### config.mk
export PLATFORM = sky130hd
export DESIGN_NAME = rtl_pkt_arb4
export DESIGN_NICKNAME = d
export VERILOG_FILES = /design/src/rtl/rtl_pkt_arb4.sv
export SDC_FILE = /design/constraint.sdc
export NUM_CORES = 1
export LEC_CHECK = 0
export CAP_MARGIN = 30
export CORE_UTILIZATION = 39
export CTS_CLUSTER_DIAMETER = 30
export CTS_CLUSTER_SIZE = 14
export DETAILED_ROUTE_END_ITERATION = 7
export GPL_ROUTABILITY_DRIVEN = 0
export PLACE_DENSITY_LB_ADDON = 0.25
export SLEW_MARGIN = 15
export SYNTH_ARGS = -nofsm -noshare
export SYNTH_HDL_FRONTEND = slang
export SYNTH_SLANG_ARGS = --single-unit
### constraint.sdc
create_clock -name clk -period 3.1 [get_ports clk]
set_input_delay 0.62 -clock clk [delete_from_list [all_inputs] [get_ports clk]]
set_output_delay 0.62 -clock clk [all_outputs]
set_load 0.05 [all_outputs]
### src/rtl/rtl_pkt_arb4.sv
// rtl_pkt_arb4: four-requester packet arbiter with round-robin grant.
// A packet owns the output stream from its start word to its end word.
// Words arriving without a grant and without sop are orphans and are dropped.
// Optional mid-packet starvation timeout is enabled by defining the macro
// RTL_PKT_ARB4_TMO_EN. The default build has no timeout and oerr is tied low.
module rtl_pkt_arb4 #(
    parameter int WID = 32,
    parameter int NOB = 2,
    parameter int TMO = 255
) (
    input  logic                 clk,
    input  logic                 rst,
    input  logic [3:0]           ivld,
    input  logic [3:0]           isop,
    input  logic [3:0]           ieop,
    input  logic [4*WID-1:0]     idat,
    input  logic [4*NOB-1:0]     inob,
    output logic [3:0]           oack,
    output logic [WID-1:0]       odat,
    output logic [NOB-1:0]       onob,
    output logic                 ovld,
    output logic                 osop,
    output logic                 oeop,
    output logic [1:0]           osrc,
    output logic                 oerr,
    output logic                 odrop
);

    typedef enum logic {
        ST_IDLE,
        ST_XFER
    } state_t;

    state_t         r_state;
    state_t         w_stateNext;
    logic [1:0]     r_ptr;
    logic [1:0]     w_ptrNext;
    logic [1:0]     r_g;
    logic [1:0]     w_gNext;
    logic           r_first;
    logic           w_firstNext;

    logic [3:0]     w_cand;
    logic [3:0]     w_orphan;
    logic [3:0]     w_dropSel;
    logic [3:0]     w_ack;
    logic           w_hasCand;
    logic [1:0]     w_win;
    logic [1:0]     w_idx;
    logic           w_accept;
    logic           w_acceptEop;
    logic           w_drop;
    logic           w_timeout;
    logic [WID-1:0] w_dat;
    logic [NOB-1:0] w_nob;

    // Start-of-packet requests compete for the grant; non-sop words seen
    // while idle belong to no packet and are dropped lowest index first.
    assign w_cand    = ivld & isop;
    assign w_orphan  = ivld & ~isop;
    assign w_dropSel = w_orphan & (~w_orphan + 4'd1);
    assign w_drop    = (r_state == ST_IDLE) && (|w_orphan);

    assign w_accept    = (r_state == ST_XFER) && ivld[r_g];
    assign w_acceptEop = w_accept && ieop[r_g];
    assign w_dat       = idat[r_g*WID +: WID];
    assign w_nob       = inob[r_g*NOB +: NOB];

    // Round-robin pick: scan downward from the farthest offset so the
    // candidate closest to the pointer is the last (winning) assignment.
    always_comb begin
        w_hasCand = 1'b0;
        w_win     = r_ptr;
        w_idx     = r_ptr;
        for (int k = 3; k >= 0; k--) begin
            w_idx = r_ptr + 2'(k);
            if (w_cand[w_idx]) begin
                w_hasCand = 1'b1;
                w_win     = w_idx;
            end
        end
    end

    // Accept strobes: only the granted requester in XFER, only the chosen
    // orphan in IDLE, nothing while reset is held.
    always_comb begin
        w_ack = 4'd0;
        if (rst) begin
            if (r_state == ST_XFER) begin
                if (ivld[r_g]) begin
                    w_ack = 4'd1 << r_g;
                end
            end else begin
                w_ack = w_dropSel;
            end
        end
    end

    assign oack = w_ack;

`ifdef RTL_PKT_ARB4_TMO_EN
    localparam int TW = (TMO < 2) ? 1 : $clog2(TMO + 1);

    logic [TW-1:0] r_tmoCnt;
    logic          r_oerr;

    // Fire when one more starved cycle would bring the counter to the limit.
    assign w_timeout = (r_state == ST_XFER) && !ivld[r_g] && (r_tmoCnt == TW'(TMO - 1));

    // Starvation counter: cleared by any accepted word, counts idle XFER cycles.
    always_ff @(posedge clk or negedge rst) begin
        if (!rst) begin
            r_tmoCnt <= '0;
        end else if (r_state != ST_XFER || w_accept || w_timeout) begin
            r_tmoCnt <= '0;
        end else begin
            r_tmoCnt <= r_tmoCnt + TW'(1);
        end
    end

    // Error flag accompanies the forced end-of-packet word.
    always_ff @(posedge clk or negedge rst) begin
        if (!rst) begin
            r_oerr <= 1'b0;
        end else begin
            r_oerr <= w_timeout;
        end
    end

    assign oerr = r_oerr;
`else
    assign w_timeout = 1'b0;
    assign oerr      = 1'b0;
`endif

    // FSM state, grant, round-robin pointer and first-word flag.
    always_ff @(posedge clk or negedge rst) begin
        if (!rst) begin
            r_state <= ST_IDLE;
            r_ptr   <= 2'd0;
            r_g     <= 2'd0;
            r_first <= 1'b0;
        end else begin
            r_state <= w_stateNext;
            r_ptr   <= w_ptrNext;
            r_g     <= w_gNext;
            r_first <= w_firstNext;
        end
    end

    // Next-state logic: grant on a sop candidate, release on eop or timeout.
    always_comb begin
        w_stateNext = r_state;
        w_ptrNext   = r_ptr;
        w_gNext     = r_g;
        w_firstNext = r_first;
        case (r_state)
            ST_IDLE: begin
                if (w_hasCand) begin
                    w_stateNext = ST_XFER;
                    w_gNext     = w_win;
                    w_firstNext = 1'b1;
                end
            end
            ST_XFER: begin
                if (w_acceptEop || w_timeout) begin
                    w_stateNext = ST_IDLE;
                    w_ptrNext   = r_g + 2'd1;
                    w_firstNext = 1'b0;
                end else if (w_accept) begin
                    w_firstNext = 1'b0;
                end
            end
            default: begin
                w_stateNext = ST_IDLE;
            end
        endcase
    end

    // Registered output stream; sop marks only the first word of the grant.
    always_ff @(posedge clk or negedge rst) begin
        if (!rst) begin
            ovld  <= 1'b0;
            osop  <= 1'b0;
            oeop  <= 1'b0;
            odrop <= 1'b0;
            odat  <= '0;
            onob  <= '0;
            osrc  <= 2'd0;
        end else begin
            ovld  <= w_accept || w_timeout;
            osop  <= w_accept && r_first;
            oeop  <= w_acceptEop || w_timeout;
            odrop <= w_drop;
            if (w_accept) begin
                odat <= w_dat;
                onob <= w_nob;
                osrc <= r_g;
            end else if (w_timeout) begin
                odat <= '0;
                onob <= '0;
                osrc <= r_g;
            end
        end
    end

endmodule

== Yosys cells after proc, flatten, opt, wreduce, memory -nomap -nowiden ==
Index checks and enable logic that the tools add are counted.

* $add $sub $neg: 5
* Multipliers: 0
* Div/mod/pow operators: 0
* Order comparisons: 5
* Equality and inequality tests: 2
* Shift-type cells: 3
* Muxes and demuxes: 30
* Bitwise operators: 6
* Reduce and logical (&&, ||, !) cells: 8

{| class="wikitable"
|+ Operators with widths
! cell !! number
|-
| 128-bit by 8-bit indexed part select with 32-bit output || 1
|-
| 2-bit by 3-bit less-than comparator with 1-bit output, second input constant || 5
|-
| 1-bit 2-to-1 mux || 15
|-
| 4-bit bitwise AND || 3
|-
| 1-bit binary-select mux with 2-bit select || 6
|-
| 4-bit 2-to-1 mux || 3
|-
| 2-bit 2-to-1 mux || 4
|-
| 4-bit inverter || 2
|-
| 8-bit by 4-bit indexed part select with 2-bit output || 1
|-
| 2-bit AND reduction || 3
|-
| 2-bit by 1-bit adder with 2-bit output, second input constant || 2
|-
| 2-bit adder, second input constant || 2
|-
| 4-bit by 1-bit adder with 4-bit output, second input constant || 1
|-
| 1-bit logical AND || 4
|-
| 1-bit case mux with 2 select lines || 2
|-
| 4-bit OR reduction || 1
|-
| 1-bit by 2-bit << shifter with 4-bit output, first input constant || 1
|-
| 3-bit by 1-bit != test with 1-bit output, second input constant || 1
|-
| 2-bit != test, second input constant || 1
|-
| 1-bit inverter || 1
|}

* Register bits after elaboration: 46
* Latch bits: 0
* Bits in writable memories: 0
* ROM bits: 0
* Output and inout bits: 45
* Memories: 0

== Longest topological paths before layout ==
* Word-level depth: 9
* Mapped depth: 6
* Mapped depth without buffers: 4

== Least setup slack after synthesis ==
Ideal clock, no wire load.

* Path type: in2out
* Start point: input port ivld[3]
* End point: output port oack[2]
* Arrival: 1.968 ns
* Required time: 2.480 ns
* Setup slack: 0.512 ns
* Stages on the path: 5
* Buffers on the path: 1
* Cells stage by stage: mux2i_1 > o22ai_2 > buf_2 > nand2_1 > a21boi_1

* Cells in the longest elaborated chain, start to end: 5

{| class="wikitable"
|+ Ends and longest elaborated chain
! element !! line !! RTL
|-
| start: declaration || 13 || <nowiki>input logic [3:0] ivld,</nowiki>
|-
| 1-bit binary-select mux with 2-bit select || 90 || <nowiki>if (ivld[r_g]) begin</nowiki>
|-
| 1-bit 2-to-1 mux (not written as such) || 90 ||
|-
| 4-bit 2-to-1 mux || 90 ||
|-
| 4-bit 2-to-1 mux || 89 || <nowiki>if (r_state == ST_XFER) begin</nowiki>
|-
| 4-bit 2-to-1 mux || 88 || <nowiki>if (rst) begin</nowiki>
|-
| end: declaration || 18 || <nowiki>output logic [3:0] oack,</nowiki>
|}

Every way passes these cells. The select of a mux whose other input is x is not followed.

== Worst setup path after layout ==
* Start point: input port ivld[3]
* End point: output port oack[3]

* Cells in the longest elaborated chain, start to end: 6
* Elaborated cells between the ends (all ways): 9
* Those cells by class: add/sub: 1; mux: 5; bitwise: 3

{| class="wikitable"
|+ Ends and longest elaborated chain
! element !! line !! RTL
|-
| 4-bit bitwise AND || 60 || <nowiki>assign w_orphan = ivld & ~isop;</nowiki>
|-
| 4-bit inverter || 61 || <nowiki>assign w_dropSel = w_orphan & (~w_orphan + 4'd1);</nowiki>
|-
| 4-bit by 1-bit adder with 4-bit output || 61 ||
|-
| 4-bit bitwise AND || 61 ||
|-
| 4-bit 2-to-1 mux (*) || 89 ||
|-
| 4-bit 2-to-1 mux (*) || 88 ||
|}

Mark *: on every way between the ends. The rest lies on a longest branch, timed or not. The select of a mux whose other input is x is not followed.

==> flow_summary.yaml <==
cts:
  cts_hold_repair.buffers: 0
  numClockSinks: 46
  clkLatencyLatePin_ns: 0.29
  cts-root-buf: "clkbuf_8"
  h-tree-depth: 2
  cts_made_buffers: 5
  clkTransAtPathRegs_ns: 0.09
  cts_tree: "yes"
  postCtsSetupBuffers: 0
  cts.path.max_buffers: 2
  cts_resized: 0
floorplan:
  core_area_mm2: 0.00691
  die_x_um: 87.1
  start_util_pct: 40.9
  io-pin-count: 195
  dieArea_mm2: 0.00758
  die_height_um: 87.1
  fp-row-count: 30
yosys:
  syn_area_per_cell_um2: 14.6
  synthFlopType: "dfrtp_1"
  yosys.area.top_type: "dfrtp_1"
  syn-instance-count: 194
  ys_types: 31
  yosys-top-cells-area: "dfrtp_1 41%, mux4_2 28%, mux2_2 12%"
  ys_seq_area_share_pct: 40.8
  synth_area_mm2: 0.00282
  synth_nets: 348
  ys_seq_elements: 46
  yosysTopAreaCellShare_pct: 40.8
  synth_edf_count: 0
  synth_warnings: 0
  async_reset_ff_share_pct: 100
sta:
  fmax_ghz: 0.359
  rsz0062_at_grt: "false"
  post-route-min-period_ns: 2.79
  min_period_over_period_pct: 90.0
  hold_viol_final: 0
  slew_viol_final: 0
  setup_violations: 0
  tns_ns: 0
  tightest_slew_ns: 0.557
  finClkSkew_ns: 0.00402
  slew_headroom_pct: 62.8
pwr:
  p_int_w: 0.00259
  power.switching_w: 0.00220
  netSwitchingFraction_pct: 45.9
  leakagePower_nw: 1.92
  p_per_area_mw_per_mm2: 962
  ir_drop_mv: 0.739
  comb_power_share_pct: 69.2
  pwr-share-seq_pct: 23.3
  pwr-share-clk_pct: 7.5
finish:
  nFillCells: 519
  final_cell_mix: "188 x clkdlybuf4s50_1, 44 x dfrtp_1, 35 x mux4_2, 29 x mux2_2, 10 x nor2_1"
  final-instance-count-excl-fill: 482
  finalInstanceArea_mm2: 0.00497
  seqCellArea_mm2: 0.00115
  finalNetCount: 539
  antenna_cells: 0
  final_common_cell: "clkdlybuf4s50_1"
  multiInputGateArea_mm2: 0.00157
  drive_above_1_share_pct: 22.3
  syn_to_final_growth_pct: 76.2
setup_path:
  cp_max_fo: 4
  endpoint_kind: "output port"
  regToRegStartpoint: "r_g[1]"
  r2r_setup_slack_ns: 1.05
  worst-setup-path-type: "input pin to output port"
  rr_endpoint: "r_ptr[1]"
  cp-startpoint: "ivld[3]"
  rr_worst_depth: 5
  startpoint_type: "input pin"
  critical_path_arrival_ns: 2.17
  cp.required_ns: 2.48
route:
  routed_wirelength_mm: 8.49
  drtIter0Drc: 109
  post_drt_wl_per_cell_um: 17.6
  antenna_left: 0
  vias: 2506
  first_pass_iters: 5
  drcViolationCount: 0
  vias_per_cell: 5.20
grt:
  grt_max_degree: 37
  grt.total_usage_pct: 22.7
  antenna_found_initial: 0
  grt_pass1_wl_mm: 12.9
  grt_pass1_vias: 2656
  grt_overflow: 0
outcome:
  status: "finished, final reports clean"
flow_run:
  cap_violations: 0
placed_design:
  place_area_mm2: 0.00489
  numPlacedInstances: 474
  io_buffers: 193
  place_hpwl_mm: 6.99
min_path:
  hp-class: "input pin to async pin"
-- how the worst max path moves through the flow --
stage               to  cells after the start  slack [ns]
2_1_floorplan  oack[2]                      5        0.51
3_3_place_gp   oack[3]                      6        0.44
3_5_place_dp   oack[3]                      6        0.38
4_1_cts        oack[3]                      6        0.36
5_1_grt        oack[3]                      6        0.28
6_report       oack[3]                      6        0.31
-- stage by stage --
step,power [W],hold slack [ns],utilization [%],setup WS (ns)
2_1_floorplan,0.00337,0.324,-,0.512
3_3_place_gp,0.00440,0.466,70.8,0.440
3_5_place_dp,0.00446,0.465,70.8,0.378
4_1_cts,0.00483,0.356,72.0,0.363
5_1_grt,0.00504,0.370,72.0,0.279
6_report,0.00478,0.353,72.0,0.311
-- power by group through the flow --
stage / logic [W] / registers [W] / clock network [W]
2_1_floorplan: 0.00139 / 0.00198 / 0
3_3_place_gp: 0.00329 / 0.00111 / 0
3_5_place_dp: 0.00334 / 0.00112 / 0
4_1_cts: 0.00334 / 0.00112 / 0.000371
5_1_grt: 0.00348 / 0.00115 / 0.000399
6_report: 0.00331 / 0.00112 / 0.000358
-- final cells by class --
class	instances	share of cell area (%)
repair buffers	199	40.7
clock buffers	6	1.46
flip-flops and latches	46	23.2
clock inverters	2	0.277
well taps	96	2.42
inverters	4	0.302
multi-input cells	129	31.6
-- state kept, by name, indices dropped and copies added, names as in the netlist --
signal   cells
odat        32
odrop        1
oeop         1
onob         2
osop         1
osrc         2
ovld         1
r_first      1
r_g          2
r_ptr        2
r_state      1
-- synthesized netlist by cell type, drive strengths merged, types with 3 or more instances --
cell,number
mux2,36
a31oi,3
nand2,7
inv,4
dfrtp,46
mux4,35
mux2i,4
nor2,10
nor2b,5
o22ai,3
buf,12
and2,3
o21ai,3
a21oi,3
ha,4
clkbuf,3
-- cells by family (layout without fill, tap and decap cells) --
| family | Yosys count | count (layout) | synth area share (%) |
|---|---|---|---|
| muxes | 75 | 75 | 43.7 |
| buffers and inverters | 19 | 211 | 3.72 |
| AOI/OAI and AO/OA | 19 | 19 | 4.70 |
| DFF | 46 | 46 | 40.8 |
| adders and majority gates | 4 | 4 | 1.77 |
| other | 1 | 1 | 0.133 |
| and+or+nand+nor | 30 | 30 | 5.19 |
-- per-layer routing --
layer | share of wire [%] | wire [um] | global-route usage (%) | up-vias
li1 | - | - | - | 1134
met1 | 34 | 2850 | 22.8 | 1187
met2 | 52 | 4430 | 42.2 | 156
met3 | 11 | 934 | 8.06 | 29
met4 | 3.3 | 277 | 9.24 | 0
met5 | 0 | 0 | 0 | -
-- worst max-delay path, cell delays in order --
cell and delay [ns]:
clkdlybuf4s50_1 0.45, mux2i_1 0.42, mux2i_1 0.19, a32oi_1 0.24, nor2b_1 0.10, buf_12 0.15
(Power assumes the default switching activity.)
